<file path="config.mk">
export PLATFORM = sky130hd
export DESIGN_NAME = mem_port_arbiter
export DESIGN_NICKNAME = d
export VERILOG_FILES = /design/src/rtl/mem_port_arbiter.sv
export SDC_FILE = /design/constraint.sdc
export NUM_CORES = 1
export LEC_CHECK = 0
export ABC_AREA = 1
export BUFFER_PORTS_ARGS = -buffer_cell sky130_fd_sc_hd__buf_2
export CORE_MARGIN = 2
export CORE_UTILIZATION = 50
export DETAILED_ROUTE_END_ITERATION = 12
export GPL_TIMING_DRIVEN = 0
export PLACE_DENSITY = 0.85
export SLEW_MARGIN = 40
export SYNTH_ARGS = -nofsm -noshare
export SYNTH_HDL_FRONTEND = slang
export SYNTH_SLANG_ARGS = --single-unit
</file>
<file path="constraint.sdc">
create_clock -name clk -period 3.1 [get_ports clk]
set_input_delay 0.155 -clock clk [delete_from_list [all_inputs] [get_ports clk]]
set_output_delay 0.155 -clock clk [all_outputs]
set_load 0.02 [all_outputs]
</file>
<file path="src/rtl/mem_port_arbiter.sv">
// Shared memory port arbiter for the multi-cycle RV32I core: round-robin between
// instruction fetch and data access, one fixed-latency access in flight at a time.
module mem_port_arbiter #(
  parameter int DATA_WIDTH  = 32,
  parameter int MEM_LATENCY = 2
) (
  input  logic                  clk,
  input  logic                  rst,
  input  logic                  if_req,
  input  logic [DATA_WIDTH-1:0] if_addr,
  output logic                  if_ready,
  output logic                  if_rvalid,
  output logic [DATA_WIDTH-1:0] if_rdata,
  input  logic                  d_req,
  input  logic                  d_we,
  input  logic [DATA_WIDTH-1:0] d_addr,
  input  logic [DATA_WIDTH-1:0] d_wdata,
  input  logic [1:0]            d_maskmode,
  input  logic                  d_sext,
  output logic                  d_ready,
  output logic                  d_rvalid,
  output logic [DATA_WIDTH-1:0] d_rdata,
  output logic                  mem_en,
  output logic                  mem_we,
  output logic [DATA_WIDTH-1:0] mem_addr,
  output logic [DATA_WIDTH-1:0] mem_wdata,
  output logic [1:0]            mem_maskmode,
  output logic                  mem_sext,
  input  logic [DATA_WIDTH-1:0] mem_rdata,
  output logic                  busy
);

  typedef enum logic [1:0] {IDLE, ISSUE, WAIT, RESP} state_t;

  localparam logic [3:0] CNT_LOAD = 4'(MEM_LATENCY - 1);

  state_t                state;
  state_t                state_next;
  logic                  last_grant_d;
  logic                  grant_d;
  logic [3:0]            counter;
  logic                  cmd_we;
  logic [DATA_WIDTH-1:0] cmd_addr;
  logic [DATA_WIDTH-1:0] cmd_wdata;
  logic [1:0]            cmd_maskmode;
  logic                  cmd_sext;

  // On a tie the requester that did not win last time gets the port.
  always_comb begin
    state_next = state;
    if_ready   = 1'b0;
    d_ready    = 1'b0;
    case (state)
      IDLE: begin
        if (d_req && (!if_req || !last_grant_d)) begin
          d_ready    = 1'b1;
          state_next = ISSUE;
        end else if (if_req) begin
          if_ready   = 1'b1;
          state_next = ISSUE;
        end
      end
      ISSUE:   state_next = WAIT;
      WAIT:    if (counter == 4'd0) state_next = RESP;
      RESP:    state_next = IDLE;
      default: state_next = IDLE;
    endcase
  end

  always_ff @(posedge clk) begin
    if (rst) begin
      state        <= IDLE;
      last_grant_d <= 1'b0;
      grant_d      <= 1'b0;
      counter      <= 4'd0;
      cmd_we       <= 1'b0;
      cmd_addr     <= '0;
      cmd_wdata    <= '0;
      cmd_maskmode <= 2'b00;
      cmd_sext     <= 1'b0;
      if_rdata     <= '0;
      d_rdata      <= '0;
    end else begin
      state <= state_next;
      if (d_ready) begin
        grant_d      <= 1'b1;
        last_grant_d <= 1'b1;
        cmd_we       <= d_we;
        cmd_addr     <= d_addr;
        cmd_wdata    <= d_wdata;
        cmd_maskmode <= d_maskmode;
        cmd_sext     <= d_sext;
      end else if (if_ready) begin
        grant_d      <= 1'b0;
        last_grant_d <= 1'b0;
        cmd_we       <= 1'b0;
        cmd_addr     <= if_addr;
        cmd_wdata    <= '0;
        cmd_maskmode <= 2'b10;
        cmd_sext     <= 1'b0;
      end
      if (state == ISSUE) begin
        counter <= CNT_LOAD;
      end else if (state == WAIT && counter != 4'd0) begin
        counter <= counter - 4'd1;
      end
      // Stores report completion with zero data rather than whatever the bus carries.
      if (state == WAIT && counter == 4'd0) begin
        if (grant_d) begin
          d_rdata <= cmd_we ? '0 : mem_rdata;
        end else begin
          if_rdata <= mem_rdata;
        end
      end
    end
  end

  assign busy         = (state != IDLE);
  assign mem_en       = (state == ISSUE);
  assign mem_we       = busy & cmd_we;
  assign mem_addr     = busy ? cmd_addr : '0;
  assign mem_wdata    = busy ? cmd_wdata : '0;
  assign mem_maskmode = busy ? cmd_maskmode : 2'b00;
  assign mem_sext     = busy & cmd_sext;
  assign if_rvalid    = (state == RESP) && !grant_d;
  assign d_rvalid     = (state == RESP) && grant_d;

endmodule

</file>
==> impl_metrics.py, run 1 <==
metrics = {
    "synth": {
        "seq_area_frac_synth": 0.4203,
        "ys.flop_type": "dfxtp_1",
        "netlist.area_leader.share": 0.4203,
        "async_reset_ff_frac": 0,
        "synth_top_cells_by_area": "dfxtp_1 42%, nor2_1 15%, inv_1 10%",
        "synth_area_per_cell_sq_um": 6.466,
        "ys_ff_latch": 139,
        "yosysUniqueCellTypes": 21,
        "yosysMostFrequentCell": "nor2_1",
        "ys_warn_count": 0,
        "synth_top_area_cell": "dfxtp_1",
        "synth-edff-count": 0,
        "syn_nets": 1165,
        "synthTopCellsByCount": "269 x nor2_1, 178 x inv_1, 148 x nand2_1",
        "netlist_area_sq_um": 6621,
        "syn_inst": 1024,
    },
    "global_routing": {
        "track_usage": 0.3041,
        "grt_pass1_wl_mm": 34.67,
        "antenna_found_initial": 0,
        "grt_pass1_vias": 7177,
        "grt_overflow": 0,
        "grt_start_max_net_pins": 17,
    },
    "route": {
        "drtIter0Drc": 542,
        "wirelength_mm": 21.87,
        "vias": 7583,
        "post_drt_wl_per_cell_microns": 13.98,
        "drtPass1Iterations": 6,
        "vias_per_cell": 4.845,
        "ant_nets": 0,
        "drc": 0,
    },
    "flow_run": {
        "drv_cap": 0,
    },
    "timing": {
        "fin_tns_setup_ns": 0,
        "finalHoldViolations": 0,
        "rsz0062_at_grt": "no",
        "maxSlewViolCount": 0,
        "tightest_slew_ns": 0.5850,
        "max_freq_mhz": 446.1,
        "post-route-period-util": 0.7232,
        "skew_ns": 0.01032,
        "setup_viol": 0,
        "relSlewSlack": 0.6100,
        "layout_min_cycle_time_ns": 2.242,
    },
    "final_layout": {
        "fill_cells": 994,
        "antenna_cells": 0,
        "layout-drive-gt1-share": 0.2678,
        "area_growth_pct": 42.01,
        "nets": 1517,
    },
    "cts": {
        "cts.hold.buffers_added": 61,
        "cts-root-buf": "clkbuf_16",
        "cts_setup_buffers": 0,
        "cts.clk_slew.worst_paths_ns": 0.06,
        "clk_latency_ns": 0.42,
        "cts_buffer_depth": 2,
        "cts_inserted_buffers": 17,
        "cts-resized-gates": 0,
        "cts_tree": "built",
        "clock_sinks": 139,
        "cts.htree.levels": 4,
    },
    "pwr": {
        "peakVddDrop_v": 0.0004999,
        "p_leak_nw": 5.042,
        "total_power_mw": 7.615,
        "power_density_nw_per_um2": 809.9,
    },
    "worst_setup_path": {
        "crit_type": "reg -> out",
        "cp-end-kind": "primary output",
        "reg2regPathDepth": 7,
        "required_ns": 2.94,
        "worstSetupStartpointType": "register",
        "worstSetupStartpoint": "state[1]",
        "critPathMaxFanout": 10,
        "reg2reg_from": "counter[0]",
        "cp.arrival_ns": 2.09,
    },
    "outcome": {
        "outcome": "completed",
    },
    "floorplan": {
        "die_x_microns": 119.1,
        "ios": 274,
        "die_h_microns": 119.1,
        "start_util": 0.5060,
        "dieArea_sq_um": 14180,
        "core-area_sq_um": 13090,
        "row_count": 42,
    },
    "placement": {
        "place_congestion": 0.8274,
        "port_buffers": 272,
        "post-dp-hpwl_mm": 14.47,
    },
    "hold_path": {
        "hold_path.class": "in -> reg",
        "holdPathStages": 3,
        "hp-start": "mem_rdata[16]",
    },
}
-- worst paths after layout --
check,endpoint,slack (ns)
worst max-delay path,if_ready,0.86
worst min-delay path,if_rdata[16],0.02
worst max register to register,d_rdata[13],1.09
worst min register to register,cmd_maskmode[1],0.47
-- layer usage --
metal | wire (microns) | up-vias | GRT usage
met4 | 870 | 0 | 0.1481
met1 | 8619 | 3400 | 0.3451
li1 | - | 3751 | -
met5 | 0 | - | 0
met2 | 10820 | 353 | 0.5305
met3 | 1560 | 79 | 0.07711
-- critical path, cell delays in order, from the launching register on --
cell	delay, ns
dfxtp_1	0.39
inv_1	0.08
ha_1	0.18
buf_4	0.18
nand2_1	0.11
inv_2	0.08
nand2_2	0.18
buf_2	0.26
inv_1	0.05
buf_2	0.15
-- layout make-up --
| class | count | area (sq um) | share of cell area |
|---|---|---|---|
| repair buffers | 333 | 1972 | 0.2097 |
| well taps | 176 | 220.2 | 0.02342 |
| flip-flops and latches | 139 | 2783 | 0.2959 |
| multi-input cells | 642 | 2875 | 0.3058 |
| clock buffers | 22 | 474.2 | 0.05043 |
| clock inverters | 10 | 115.1 | 0.01224 |
| plain buffers | 63 | 287.8 | 0.03061 |
| inverters | 180 | 675.6 | 0.07186 |
-- through the flow --
stage	util	instances	setup WS (ns)	hold slack [ns]	area [sq um]
finish	0.7186	1565	0.8582	0.01873	9403
global route	0.7186	1565	0.7148	0.01341	9403
CTS	0.7186	1565	0.8567	0.005232	9403
detailed placement	0.6269	1472	1.164	0.3985	8203
global placement	0.6269	1472	1.215	0.3962	8203
floorplan	-	1024	1.590	0.2899	6621
-- flip-flops by register name, summed over array words and instances, names as in the netlist --
signal and count:
cmd_addr 32, cmd_we 1, grant_d 1, cmd_wdata 32, counter 4, state 2, d_rdata 32, if_rdata 32
cmd_maskmode 2, cmd_sext 1
-- power breakdown --
group / total (mW) / internal (mW) / switching [mW]
Combinational: 3.17 / 1.05 / 2.12
Clock: 2.03 / 1.25 / 0.781
Sequential: 2.42 / 2.20 / 0.219
-- kinds of logic (layout without fill, tap and decap cells) --
family | Yosys count | in the layout | share of synthesized area
AOI/OAI and AO/OA | 77 | 77 | 0.05820
adders and majority gates | 5 | 5 | 0.009448
buffers and inverters | 243 | 608 | 0.1455
DFF | 139 | 139 | 0.4203
and+or+nand+nor | 560 | 560 | 0.3666
-- layout by cell type (no fill, tap or decap), drive strengths merged --
cell type / count
clkinv: 4
nand4: 2
dfxtp: 139
or2: 32
nand3b: 32
a21oi: 43
ha: 5
o21ai: 34
inv: 181
bufinv: 2
clkbuf: 55
clkinvlp: 3
dlygate4sd3: 61
nand2: 152
buf: 302
nor2: 270
nand3: 72
No activity file was read; power rests on OpenSTA's default activity.
==> inputs of run 2 (changes only) <==
--- a/config.mk
+++ b/config.mk
@@ -8,10 +8,10 @@
 export ABC_AREA = 1
 export BUFFER_PORTS_ARGS = -buffer_cell sky130_fd_sc_hd__buf_2
 export CORE_MARGIN = 2
-export CORE_UTILIZATION = 50
+export CORE_UTILIZATION = 49
 export DETAILED_ROUTE_END_ITERATION = 12
 export GPL_TIMING_DRIVEN = 0
-export PLACE_DENSITY = 0.85
+export PLACE_DENSITY = 0.83
 export SLEW_MARGIN = 40
 export SYNTH_ARGS = -nofsm -noshare
 export SYNTH_HDL_FRONTEND = slang
==> constraint.sdc (replaced) <==
create_clock -name clk -period 2.13 [get_ports clk]
set_input_delay 0.1065 -clock clk [delete_from_list [all_inputs] [get_ports clk]]
set_output_delay 0.1065 -clock clk [all_outputs]
set_load 0.02 [all_outputs]
==> run 2 against run 1 <==
Wire length fell by 1.0%. Critical path depth fell by 3. Combinational power rose by 44%. First-iteration DRC count fell by 22%.
==> impl_metrics.py, run 2 (synthesis results as in run 1) <==
metrics = {
    "final_layout": {
        "fill_cells": 1012,
        "final_cell_mix": "293 x buf_2, 269 x nor2_1, 178 x inv_1, 148 x nand2_1, 139 x dfxtp_1",
        "layout-drive-gt1-share": 0.2676,
        "multi_input_area_sq_um": 2880,
        "nets": 1522,
        "area_growth_pct": 44.22,
        "ff_latch_area_sq_um": 2783,
        "fin_cells": 1572,
        "fin_area_sq_um": 9549,
        "final_common_cell": "buf_2",
    },
    "route": {
        "post_drt_wl_per_cell_microns": 13.77,
        "drtIter0Drc": 421,
        "wirelength_mm": 21.65,
        "vias": 7528,
        "vias_per_cell": 4.789,
        "drtPass1Iterations": 5,
        "ant_nets": 0,
        "drc": 0,
    },
    "timing": {
        "post-route-period-util": 0.9563,
        "fin_tns_setup_ns": 0,
        "finalHoldViolations": 0,
        "tightest_slew_ns": 0.5555,
        "rsz0062_at_grt": "no",
        "max_freq_mhz": 491.0,
        "hold_ws_ns": 0.01185,
        "layout_min_cycle_time_ns": 2.037,
        "skew_ns": 0.007950,
        "setup_viol": 0,
        "maxSlewViolCount": 0,
        "relSlewSlack": 0.6297,
    },
    "placement": {
        "post-dp-hpwl_mm": 14.55,
        "port_buffers": 272,
        "place_congestion": 0.8570,
        "post_dp_cell_area_sq_um": 8203,
        "dp_cells": 1472,
    },
    "cts": {
        "clock_sinks": 139,
        "clk_latency_ns": 0.42,
        "cts_setup_buffers": 0,
        "cts_tree": "built",
        "cts.htree.levels": 4,
        "cts.clk_slew.worst_paths_ns": 0.06,
        "cts_inserted_buffers": 17,
        "cts_buffer_depth": 2,
        "cts-root-buf": "clkbuf_16",
    },
    "floorplan": {
        "die_h_microns": 120.2,
        "dieArea_sq_um": 14460,
        "ios": 274,
        "row_count": 42,
        "die_x_microns": 120.2,
        "core-area_sq_um": 13240,
        "start_util": 0.5000,
    },
    "hold_path": {
        "hp-start": "d_addr[21]",
        "holdPathStages": 4,
        "min_to": "cmd_addr[21]",
        "hold_path.class": "in -> reg",
    },
    "worst_setup_path": {
        "crit_type": "reg -> out",
        "reg2regPathDepth": 7,
        "r2r-end": "d_rdata[8]",
        "required_ns": 2.02,
        "ff2ff_setup_slack_ns": 0.18,
        "critPathMaxFanout": 10,
        "cp-end-kind": "primary output",
        "reg2reg_from": "counter[0]",
        "worstSetupStartpointType": "register",
        "cp.arrival_ns": 1.93,
    },
    "global_routing": {
        "grt_overflow": 0,
        "grt_start_max_net_pins": 20,
        "antenna_found_initial": 2,
        "track_usage": 0.2982,
        "grt_pass1_wl_mm": 34.31,
        "grt_pass1_vias": 7238,
    },
    "pwr": {
        "power_density_nw_per_um2": 1190,
        "total_power_mw": 11.37,
        "peakVddDrop_v": 0.0006823,
        "p_leak_nw": 5.116,
    },
    "outcome": {
        "outcome": "completed",
    },
    "flow_run": {
        "drv_cap": 0,
    },
}
-- run 2: cell count changes in the layout (fill, tap and decap cells not counted), moves of 2 or more --
cell           delta
clkbuf_1          -3
buf_2             -2
dlygate4sd3_1     +7
bufinv_16         +3
clkinvlp_4        -2
diode_2           +2
clkbuf_2          +2
-- run 2: per-stage QoR --
step	worst slack (ns)	utilization
detailed placement	0.2396	0.6194
floorplan	0.6195	-
finish	0.09313	0.7211
CTS	0.04037	0.7200
global placement	0.2710	0.6194
global route	0.01919	0.7211
-- run 2: where the power goes --
part / internal [mW] / leakage [nW] / switching, mW
combinational: 1.53 / 3.66 / 3.04
sequential: 3.21 / 1.14 / 0.314
clock: 2.17 / 0.323 / 1.10
total: 6.91 / 5.12 / 4.46
-- run 2: worst max path at each step --
stage / startpoint / to / slack, ns / cells after the start
final: state[1] / mem_addr[13] / 0.09 / 6
after global routing: cmd_we / mem_we / 0.02 / 5
after CTS: state[1] / if_ready / 0.04 / 8
after detailed placement: counter[0] / d_rdata[13] / 0.24 / 7
after global placement: counter[0] / d_rdata[13] / 0.27 / 7
after floorplan: state[0] / cmd_addr[10] / 0.62 / 10
-- run 2: timing repair --
item,CTS,global route
hold endpoints to repair,68,0
setup endpoints to repair,3,5
pin swaps,0,0
resized for setup,1,5
hold buffers,68,0
-- run 2: layout make-up --
cell class | count | share of cell area
Multi-Input combinational cell | 642 | 0.3016
Buffer | 61 | 0.02935
Tap cell | 176 | 0.02306
Clock buffer | 21 | 0.04927
Inverter | 180 | 0.07102
Clock inverter | 11 | 0.01992
Timing Repair Buffer | 340 | 0.2138
Sequential cell | 139 | 0.2914
Antenna cell | 2 | 0.0005241
-- run 2: critical path, stage by stage (launching register included) --
cell and delay (ns):
dfxtp_1 0.39, inv_1 0.09, ha_1 0.18, buf_4 0.18
clkbuf_1 0.24, nor2_1 0.23, buf_2 0.20
-- run 2: metal layers --
metal / vias to the layer above / global-route usage / wire length (microns)
met5: - / 0 / 0
met4: 0 / 0.1722 / 945
met3: 78 / 0.08491 / 1659
met2: 324 / 0.5266 / 10790
met1: 3363 / 0.3172 / 8259
li1: 3763 / - / -
